File: config.mk
export PLATFORM = sky130hd
export DESIGN_NAME = vvc_bin_encoder
export DESIGN_NICKNAME = d
export VERILOG_FILES = /design/src/rtl/vvc_cabac_pkg.sv /design/src/rtl/vvc_bin_encoder_lps_calc.sv /design/src/rtl/vvc_bin_encoder.sv
export SDC_FILE = /design/constraint.sdc
export NUM_CORES = 1
export LEC_CHECK = 0
export CORE_MARGIN = 2
export CORE_UTILIZATION = 51
export DETAILED_ROUTE_END_ITERATION = 10
export PLACE_DENSITY_LB_ADDON = 0.25
export SLEW_MARGIN = 20
export SYNTH_ARGS = -nofsm -noshare
export SYNTH_HDL_FRONTEND = slang
export SYNTH_SLANG_ARGS = --single-unit
File: constraint.sdc
create_clock -name clk -period 4.95 [get_ports clk]
set_input_delay 1.485 -clock clk [delete_from_list [all_inputs] [get_ports clk]]
set_output_delay 1.485 -clock clk [all_outputs]
set_load 0.02 [all_outputs]
File: src/rtl/vvc_cabac_pkg.sv
// Shared CABAC definitions: arithmetic-coder register widths, reset range
// and the bin-encoder FSM state set.
package vvc_cabac_pkg;

  localparam int unsigned RANGE_W = 9;
  localparam int unsigned LOW_W   = 10;
  localparam int unsigned LPS_W   = 8;

  localparam logic [RANGE_W-1:0] RANGE_INIT = 9'd510;

  typedef enum logic [2:0] {
    IDLE,
    RENORM,
    EMIT,
    OUTST,
    FLUSH,
    TAIL
  } enc_state_e;

endpackage

File: src/rtl/vvc_bin_encoder_lps_calc.sv
// LPS sub-range from context state and current range; the same formula is
// used on the decoder side so both paths stay bit-exact.
module lps_calc
  import vvc_cabac_pkg::*;
(
  input  logic [7:0]         i_state,
  input  logic [RANGE_W-1:0] i_range,
  output logic [LPS_W-1:0]   o_lps
);

  logic [7:0] w_q;
  logic [9:0] w_prod;
  logic [8:0] w_sum;

  always_comb begin
    w_q    = i_state[7] ? ~i_state : i_state;
    w_prod = 10'(w_q[7:2]) * 10'(i_range[8:5]);
    w_sum  = w_prod[9:1] + 9'd4;
    o_lps  = w_sum[7:0];
  end

endmodule

File: src/rtl/vvc_bin_encoder.sv
// CABAC binary arithmetic encoder: one bin per transfer, bit-serial output
// with outstanding-bit resolution and slice-terminating flush.
module vvc_bin_encoder
  import vvc_cabac_pkg::*;
#(
  parameter int unsigned OUTST_W = 8
) (
  input  logic       clk,
  input  logic       rst,
  input  logic       in_valid,
  output logic       in_ready,
  input  logic       bin,
  input  logic [7:0] state,
  input  logic       flush,
  output logic       bit_out,
  output logic       bit_valid,
  input  logic       bit_ready,
  output logic       done
);

  localparam logic [OUTST_W-1:0] OUTST_MAX = '1;

  enc_state_e          r_state;
  logic [RANGE_W-1:0]  r_range;
  logic [LOW_W-1:0]    r_low;
  logic [OUTST_W-1:0]  r_outst;
  logic                r_first;
  logic                r_flushing;
  logic                r_fin;
  logic                r_pend;
  logic                r_bit_out;
  logic                r_bit_valid;
  logic                r_done;
  logic [1:0]          r_tail_idx;

  logic [LPS_W-1:0]    w_lps;
  logic                w_xfer;
  logic [RANGE_W-1:0]  w_mps_range;
  logic [LOW_W-1:0]    w_lps_low;
  logic [RANGE_W-1:0]  w_sh_range;
  logic [LOW_W-1:0]    w_low_adj;
  logic                w_mid;
  logic                w_put;
  logic                w_put_bit;
  logic                w_put_fin;
  logic [RANGE_W-1:0]  w_put_range;
  enc_state_e          w_put_next;

  lps_calc u_lps (
    .i_state (state),
    .i_range (r_range),
    .o_lps   (w_lps)
  );

  // Where to go once every pending bit has been handed downstream.
  function automatic enc_state_e after_emit(input logic [RANGE_W-1:0] rng,
                                            input logic flushing,
                                            input logic fin);
    if (!rng[RANGE_W-1]) return RENORM;
    else if (!flushing)  return IDLE;
    else if (!fin)       return FLUSH;
    else                 return TAIL;
  endfunction

  always_comb begin
    w_xfer      = in_valid && (r_state == IDLE);
    w_mps_range = r_range - RANGE_W'(w_lps);
    w_lps_low   = r_low + LOW_W'(r_range) - LOW_W'(w_lps);
    w_sh_range  = {r_range[RANGE_W-2:0], 1'b0};
    w_mid       = (r_low[LOW_W-1:LOW_W-2] == 2'b01);
    w_low_adj   = r_low;
    w_put       = 1'b0;
    w_put_bit   = 1'b0;
    w_put_fin   = r_fin;
    w_put_range = r_range;
    if (r_state == RENORM) begin
      w_put_range = w_sh_range;
      if (r_low[LOW_W-1]) begin
        w_put     = 1'b1;
        w_put_bit = 1'b1;
        w_low_adj = r_low - 10'd512;
      end else if (w_mid) begin
        w_low_adj = r_low - 10'd256;
      end else begin
        w_put     = 1'b1;
      end
    end else if (r_state == FLUSH) begin
      w_put     = 1'b1;
      w_put_bit = r_low[LOW_W-1];
      w_put_fin = 1'b1;
    end
    w_put_next = after_emit(w_put_range, r_flushing, w_put_fin);
  end

  always_ff @(posedge clk or posedge rst) begin
    if (rst) begin
      r_state     <= IDLE;
      r_range     <= RANGE_INIT;
      r_low       <= '0;
      r_outst     <= '0;
      r_first     <= 1'b1;
      r_flushing  <= 1'b0;
      r_fin       <= 1'b0;
      r_pend      <= 1'b0;
      r_bit_out   <= 1'b0;
      r_bit_valid <= 1'b0;
      r_done      <= 1'b0;
      r_tail_idx  <= '0;
    end else begin
      r_done <= 1'b0;
      case (r_state)
        IDLE: begin
          if (w_xfer) begin
            if (flush) begin
              r_range    <= 9'd2;
              r_low      <= r_low + LOW_W'(r_range - 9'd2);
              r_flushing <= 1'b1;
              r_fin      <= 1'b0;
              r_state    <= RENORM;
            end else if (bin == state[7]) begin
              r_range <= w_mps_range;
              if (!w_mps_range[RANGE_W-1]) r_state <= RENORM;
            end else begin
              r_low   <= w_lps_low;
              r_range <= RANGE_W'(w_lps);
              r_state <= RENORM;
            end
          end
        end
        RENORM: begin
          r_range <= w_sh_range;
          r_low   <= {w_low_adj[LOW_W-2:0], 1'b0};
          if (w_mid && (r_outst != OUTST_MAX)) r_outst <= r_outst + OUTST_W'(1);
          if (!w_put) r_state <= after_emit(w_sh_range, r_flushing, r_fin);
        end
        FLUSH: r_fin <= 1'b1;
        EMIT: begin
          if (bit_ready) begin
            if (r_outst != '0) begin
              r_state   <= OUTST;
              r_bit_out <= ~r_pend;
            end else begin
              r_bit_valid <= 1'b0;
              r_state     <= after_emit(r_range, r_flushing, r_fin);
            end
          end
        end
        OUTST: begin
          if (bit_ready) begin
            r_outst <= r_outst - OUTST_W'(1);
            if (r_outst == OUTST_W'(1)) begin
              r_bit_valid <= 1'b0;
              r_state     <= after_emit(r_range, r_flushing, r_fin);
            end
          end
        end
        TAIL: begin
          case (r_tail_idx)
            2'd0: begin
              r_bit_valid <= 1'b1;
              r_bit_out   <= r_low[LOW_W-2];
              r_tail_idx  <= 2'd1;
            end
            2'd1: begin
              if (bit_ready) begin
                r_bit_out  <= 1'b1;
                r_tail_idx <= 2'd2;
              end
            end
            2'd2: begin
              if (bit_ready) begin
                r_bit_valid <= 1'b0;
                r_done      <= 1'b1;
                r_range     <= RANGE_INIT;
                r_low       <= '0;
                r_outst     <= '0;
                r_first     <= 1'b1;
                r_flushing  <= 1'b0;
                r_fin       <= 1'b0;
                r_tail_idx  <= '0;
                r_state     <= IDLE;
              end
            end
            default: r_tail_idx <= '0;
          endcase
        end
        default: r_state <= IDLE;
      endcase
      // A put overrides the state chosen above; the suppressed first bit
      // still releases its outstanding bits.
      if (w_put) begin
        r_pend <= w_put_bit;
        if (r_first) begin
          r_first <= 1'b0;
          if (r_outst != '0) begin
            r_state     <= OUTST;
            r_bit_valid <= 1'b1;
            r_bit_out   <= ~w_put_bit;
          end else begin
            r_state <= w_put_next;
          end
        end else begin
          r_state     <= EMIT;
          r_bit_valid <= 1'b1;
          r_bit_out   <= w_put_bit;
        end
      end
    end
  end

  assign in_ready  = (r_state == IDLE);
  assign bit_out   = r_bit_out;
  assign bit_valid = r_bit_valid;
  assign done      = r_done;

endmodule

==> out/results.txt, run 1 <==
The flow ran to the end, but the final reports show violations. The final reports fail on setup timing. The logs give 0 for the count of unresolved DRC violations after routing and 12.7 mm for the post-detailed-routing wire length. For the worst setup path, the data arrival time is 6350 ps. Subtracting the final worst setup slack from the clock period gives 6140 ps. For the net total in the final layout, the log shows 731.

The pin slew with the least headroom to its limit was 964 ps; the number of endpoints with negative hold slack in the final report was 0. Critical hold path startpoint: r_pend. The average instance in the mapped netlist occupies 8.16 um^2. The detailed-placement wirelength estimate is 9.29 mm.

For this run, asynchronously set or reset flops after synthesis account for 100%. For this run, the detailed router's first-pass iteration total came to 5. Synthesis instantiated 74 different standard cells from the library. The starting density of the core is 51.7%. The number of nets produced by synthesis came out at 660. For the worst setup path, the data required time is 5150 ps. The worst hold path cell count is 1.

The clock passes through at most 2 buffers. During synthesis, Yosys emitted a total of 0 warnings. After detailed routing, the average wire length per cell comes to 16.7 um. Relative to the synthesized area, the layout overhead comes to 27.5%.

The core region is 0.00911 mm^2. The number of clock buffers inserted by TritonCTS was 5. Counting cells, the worst reg-to-reg path comes to 21. The detailed router placed 4,488 vias in this run. The worst setup path is captured at a flop. Synthesis handed over a netlist of 577 instances.

The run gives 163 MHz as the highest clock rate. The sum of overflow across all layers after global routing is 0. The number of sinks driven by the clock tree was 39. The final critical path takes up 124% of the cycle. The number of hold buffers added after CTS was 0.

The via-per-instance ratio came out at 5.91. Setup repair after global routing could not meet its margin everywhere. For the final database, setup skew stands at 10.4 ps. The most frequently used flop master after synthesis is dfrtp_1. The launching point of the worst reg2reg path was r_range[8].

For the max-slew violation count, the log shows 0. In this run the critical register-to-register path is captured at r_low[9]. The tool flagged a number of max-cap violations equal to 0. In this run, synthesis produced a sequential element count of 39. The worst setup margin is -1190 ps.

Global routing consumed, over all layers together, 26.5% of the routing resources. The clock transition at the registers of the reported paths came out at 90 ps. The run gives 0.00471 mm^2 as the area of the mapped netlist. CTS built an H-tree with a depth of 2. The number of global-route vias before repair is 4,468, and the max-slew headroom at the worst pin is 35.6%.

The chip height works out to 100 um. The layout cell share with drive strength beyond 1 works out to 28.5%. Summed over all failing endpoints, the final setup total negative slack is -10,140 ps. The endpoint of the worst hold-timing path was r_pend.

Final standard cell count with taps included and fillers excluded: 760. In this run, placement finished with an instance count of 735. For this run, the register share of the synthesized area comes to 21.0%.

Counting flops with a built-in enable in the synthesized netlist gives 0. Tracing the worst setup path back leads to its startpoint at state[3]. The run gives 0.925 as the weighted congestion reported at the end of routability-driven placement.

Setup violations remaining at the end of the flow were counted as 17. The repair_antennas step left the layout with diodes totalling 0. The die is 100 um wide. The slack of the worst reg-to-reg path came out at -210 ps. TritonCTS built the clock tree. Type of origin of the critical path: a primary input. The clock reaches the later pin of the worst-skew pair after 300 ps. Along the worst path, the maximum fanout reaches 4. Number of buffers added on ports: 15. The count of nets left with antenna violations once routing finished came out at 0. The die covers 0.0100 mm^2. The tree is rooted in a clkbuf_8. The worst setup path is of the primary input to flop kind.

Entering global routing, the biggest net connects 29 pins. The number of antenna violations at the first check in global routing came out at 0. The worst hold path belongs to the class flop to flop.

The logs give 35 for the cell row count and 222 for the initial detailed-routing violation count. The tools report the number of top-level pins as 18. The wire length of the first global-routing pass was 21.3 mm.
-- logic make-up (layout without fill, tap and decap cells) --
kind of cell	Yosys count	in the layout	share of synthesized area, %
muxes	8	8	1.86
and+or+nand+nor	170	170	18.1
AOI/OAI and AO/OA	174	174	24.3
adders and majority gates	69	69	20.9
xor gates and xnor gates	30	30	5.58
DFF	39	39	21.0
buffers and inverters	87	159	8.34
-- worst max-delay path by stage --
stage / to / cells after the start / slack, ps
global placement: r_low[9] / 22 / -1770
floorplan: r_low[9] / 22 / -1120
detailed placement: r_low[9] / 22 / -1860
CTS: r_low[9] / 22 / -1230
finish: r_low[9] / 22 / -1190
global route: r_low[9] / 22 / -1320
-- layout by cell type (no fill, tap or decap), types with 8 or more instances in the layout --
| cell type | count |
|---|---|
| xnor2_1 | 8 |
| a21o_1 | 8 |
| nor2_1 | 31 |
| o21ai_1 | 10 |
| ha_4 | 13 |
| dfrtp_1 | 30 |
| fa_1 | 15 |
| and2_1 | 12 |
| a21oi_1 | 28 |
| ha_1 | 38 |
| xor2_1 | 9 |
| dfstp_2 | 9 |
| nand2_1 | 49 |
| o21ai_0 | 38 |
| buf_4 | 64 |
| nor3_1 | 9 |
| inv_1 | 57 |
| buf_6 | 11 |
| clkdlybuf4s50_1 | 10 |
| nand3_1 | 8 |
| nor2b_1 | 9 |
| o21a_1 | 9 |
| nand2b_1 | 13 |
-- area by class of cell --
cell class / count / area, um^2
Sequential cell: 39 / 987
Multi-Input combinational cell: 451 / 3800
Timing Repair Buffer: 88 / 744
Fill cell: 738 / 3110
Clock inverter: 3 / 20.0
Clock buffer: 5 / 68.8
Tap cell: 111 / 139
Inverter: 63 / 239
-- metal layers --
| layer | share of wire, % | GRT usage (%) | wire length [um] | up-vias |
|---|---|---|---|---|
| li1 | - | - | - | 2162 |
| met5 | 0 | 0 | 0 | - |
| met1 | 43 | 35.0 | 5500 | 2180 |
| met2 | 49 | 45.3 | 6280 | 117 |
| met4 | 2.6 | 9.38 | 328 | 0 |
| met3 | 4.6 | 2.99 | 589 | 29 |
-- Yosys cell counts, types with 5 or more instances --
library cell	count	area [um^2]
a211oi_1	8	60.1
nand2_1	52	195
dfstp_2	9	236
o21a_1	9	67.6
nor3_1	10	50.1
a22oi_1	6	45.0
and2_1	15	93.8
a21o_1	8	60.1
nor2b_1	10	62.6
xor2_1	17	149
mux2i_1	5	50.1
fa_1	16	320
o21ai_0	53	265
nor2_1	33	124
a31oi_1	7	43.8
a21oi_1	34	170
o31ai_1	6	45.0
buf_2	5	25.0
nand3_1	11	55.1
inv_1	63	236
o22ai_1	5	31.3
nand2b_1	13	81.3
dfrtp_1	30	751
ha_1	53	663
xnor2_1	13	114
clkbuf_1	10	37.5
-- state kept, by name, summed over array words and instances, names as in the netlist --
register	cells
r_tail_idx	2
r_outst	8
r_low	10
r_fin	1
r_pend	1
r_first	1
done	1
r_state	3
bit_out	1
r_flushing	1
r_range	9
bit_valid	1
-- repair_timing --
action	in CTS	in global routing
pin swaps	52	51
setup buffers	13	11
setup endpoints to repair	18	18
gates resized for setup	53	39
-- through the flow --
stage / instance area (um^2) / utilization, % / worst slack (ps) / hold slack, ps
2_1_floorplan: 4910 / - / -1120 / 443
4_1_cts: 5860 / 64.4 / -1230 / 487
6_report: 6000 / 65.9 / -1190 / 491
3_3_place_gp: 5450 / 59.9 / -1770 / 462
5_1_grt: 6000 / 65.9 / -1320 / 515
3_5_place_dp: 5450 / 59.9 / -1860 / 468
-- critical path, stage by stage --
cell and delay, ps:
buf_8 100, xor2_4 180, and2_4 160, fa_1 540
inv_2 40, fa_1 510, inv_2 50, ha_4 250
nor2b_4 130, o31a_1 270, a21oi_2 160, nand3_2 120
xor2_2 210, fa_1 590, ha_4 220, a21oi_4 170
o211ai_1 140, a31o_2 250, a211oi_2 260, o21a_1 200
o31ai_2 80, a21bo_2 200
Power of run 1 is left out: the tool's default activity adds up to more than one toggle a clock period on the data nets, which glitch-free logic cannot reach.
==> run 2: changes to the inputs <==
--- a/config.mk
+++ b/config.mk
@@ -8,6 +8,7 @@
 export CORE_MARGIN = 2
 export CORE_UTILIZATION = 51
 export DETAILED_ROUTE_END_ITERATION = 10
+export HOLD_SLACK_MARGIN = 0.02
 export PLACE_DENSITY_LB_ADDON = 0.25
 export SLEW_MARGIN = 20
 export SYNTH_ARGS = -nofsm -noshare
==> results of run 2 <==
Final layout, timing and power as in run 1 (identical DEF).
Power of run 2 is left out for the same reason.
==> run 3: changes to the inputs <==
--- a/config.mk
+++ b/config.mk
@@ -7,9 +7,11 @@
 export LEC_CHECK = 0
 export CORE_MARGIN = 2
 export CORE_UTILIZATION = 51
+export CTS_BUF_LIST = sky130_fd_sc_hd__clkbuf_4 sky130_fd_sc_hd__clkbuf_8
 export DETAILED_ROUTE_END_ITERATION = 10
 export HOLD_SLACK_MARGIN = 0.02
 export PLACE_DENSITY_LB_ADDON = 0.25
+export SKIP_LAST_GASP = 1
 export SLEW_MARGIN = 20
 export SYNTH_ARGS = -nofsm -noshare
 export SYNTH_HDL_FRONTEND = slang
==> out/results.txt, run 3 (same netlist as run 1, synthesis figures left out) <==
The tools report the initial detailed-routing violation count as 245 (was 222). The sum of overflow across all layers after global routing came out at 0 (unchanged). The wire length of the first global-routing pass is 21.3 mm (unchanged), and the max-slew headroom at the worst pin is 37.3% (was 35.6%).

For the number of buffers on the longest clock path, the log shows 2 (unchanged). Total die area: 0.0100 mm^2 (unchanged). The cell row count was 35 (unchanged). Launching point of the worst reg2reg path: r_range[8] (unchanged).

The number of nets with antenna violations after routing is 0 (unchanged). The endpoint of the worst hold-timing path was r_pend (unchanged). The total iterations of the first detailed-routing run came out at 5 (unchanged). The cts-stage hold buffer count is 0 (unchanged), and the largest stage delay on the critical path is 590 ps (about the same). The max-slew violation count was 0 (unchanged). Setup repair after global routing could not meet its margin everywhere. The critical path's slowest cell was fa_1 (unchanged). The number of vias after detailed routing is 4,474 (was 4,488). TritonCTS built the clock tree.

The tools report the clock root buffer as clkbuf_8 (unchanged). Largest registers in the final layout: r_low: 10 flops, r_range: 9 flops, r_outst: 8 flops (unchanged). The number of buffers added on ports was 15 (unchanged); the weighted congestion reported at the end of routability-driven placement was 0.925 (unchanged).

The number of endpoints with negative hold slack in the final report was 0 (unchanged); the final cycle utilization of the critical path was 124% (about the same). The tools report the critical hold path startpoint as r_pend (unchanged). The CTS H-tree depth came out at 2 (unchanged).

The time the final worst path needs with I/O delays and setup works out to 6140 ps (about the same). Clock transition at the registers of the reported paths: 90 ps (about the same). The cell count of the worst reg-to-reg path works out to 21 (unchanged). The layout cell share with drive strength beyond 1 is 28.7% (was 28.5%), and the final sum of negative setup slack is -10,250 ps (was -10,140 ps). Leading cell type in the layout, fill and taps excluded: buf_4 (unchanged). The net total in the final layout was 733 (was 731). The detailed-placement wirelength estimate is 9.29 mm (unchanged), and the pin slew with the least headroom to its limit is 939 ps (was 964 ps). Overall global routing resource usage: 26.5% (unchanged). Placed cell area: 0.00545 mm^2 (unchanged). Worst hold path cell count: 1 (unchanged).

The run gives 300 ps (about the same) as the later-pin clock latency in the skew report. CP Cell Sequence: buf_8 > xor2_4 > and2_4 > fa_1 > inv_2 > fa_1 > inv_2 > ha_4 > nor2b_4 > o31a_1 > a21oi_2 > nand3_2 > xor2_2 > fa_1 > ha_4 > a21oi_4 > o211ai_1 > a31o_2 > a211oi_2 > o21a_1 > o31ai_2 > a21bo_2 (unchanged). The type of origin of the critical path is a primary input (unchanged). For the number of global-route vias before repair, the log shows 4,468 (unchanged). Area growth from synthesis to final layout: 27.7% (was 27.5%). The flow ran to the end, but the final reports show violations.

The register with the most flip-flops was r_low (unchanged). Most frequent cells in the layout: buf_4 (67), inv_1 (57), nand2_1 (49) (was buf_4 (64), inv_1 (57), nand2_1 (49)). The run gives 0 (unchanged) as the number of inserted diodes.

The critical-path maximum fanout works out to 4 (unchanged). The final worst clock skew is 9.71 ps (was 10.4 ps). The core box area is 0.00911 mm^2 (unchanged), and the number of setup violations in the final report is 17 (unchanged). Failing checks: setup timing (unchanged).

The per-cell routed wire length was 16.6 um (was 16.7 um); the number of top-level pins was 18 (unchanged). The post-detailed-routing wire length was 12.7 mm (about the same); the largest net degree at the start of global routing was 29 (unchanged). The start-to-end type of the worst setup path was primary input to flop (unchanged).

Number of clock buffers inserted by TritonCTS: 5 (unchanged). The worst hold-check slack was 491 ps (about the same). The highest clock rate came out at 163 MHz (about the same). The slack of the worst reg-to-reg path was -210 ps (about the same); the worst setup margin was -1190 ps (about the same). The flip-flop count of the largest register, all copies and words added was 10 (unchanged). The tools report the pre-CTS setup slack as -1860 ps (unchanged). The required arrival time at the worst endpoint is 5150 ps (about the same), and the number of sinks driven by the clock tree is 39 (unchanged). The chip height is 100 um (unchanged), and the number of antenna violations at the first check in global routing is 0 (unchanged).

Starting density of the core: 51.7% (unchanged). The final cell area excluding filler cells is 0.00601 mm^2 (was 0.00600 mm^2). End of the worst register-to-register path: r_low[9] (unchanged). The sort of element at the end of the critical path is a flop (unchanged). The logs give 6340 ps (was 6350 ps) for the arrival time reported for the critical path endpoint and 0 (unchanged) for the max-capacitance violation count. Via-per-instance ratio: 5.87 (was 5.91). The cell repeated most along the worst path was fa_1 (unchanged). The worst hold-check path type was flop to flop (unchanged). The x dimension of the die works out to 100 um (unchanged). The tools report the count of unresolved DRC violations after routing as 0 (unchanged).
## run 3: cell count changes in the layout (fill, tap and decap cells not counted), sizes merged
| cell | change |
|---|---|
| buf | +2 |
## run 3: worst max-delay path: cells and delay by family
kind,cells,cell delay [ps]
fa+ha+maj,5,2110
compound gates,9,1730
simple gates,3,410
xor+xnor,2,390
buf+inv,3,190
## run 3: final cells by class
class / instances / area (um^2)
repair buffers: 90 / 756
multi-input cells: 451 / 3800
clock inverters: 3 / 20.0
inverters: 63 / 239
flip-flops and latches: 39 / 987
clock buffers: 5 / 68.8
fillers: 738 / 3090
well taps: 111 / 139
## run 3: how the worst max path moves through the flow
stage,cells past startpoint,endpoint,from
after floorplan,22,r_low[9],state[7]
after global placement,22,r_low[9],state[7]
after detailed placement,22,r_low[9],state[7]
after CTS,22,r_low[9],state[7]
after global routing,22,r_low[9],state[3]
final,22,r_low[9],state[3]
## run 3: routing by layer
layer	GRT usage (%)	vias to the layer above	part of all wire, %
met1	35.0	2179	44
met5	0	-	0
met2	45.3	104	49
met3	2.99	27	4.1
met4	9.38	0	2.5
li1	-	2164	-
## run 3: through the flow
step           utilization [%]  std cells
6_report                  66.0        762
5_1_grt                   66.0        762
4_1_cts                   64.4        755
3_5_place_dp              59.9        735
3_3_place_gp              59.9        735
2_1_floorplan                -        577
## run 3: timing repair
item,CTS,global route
gates resized for setup,52,38
pin swaps,52,52
setup endpoints to repair,18,18
setup buffers,13,13
Power of run 3 is left out for the same reason.
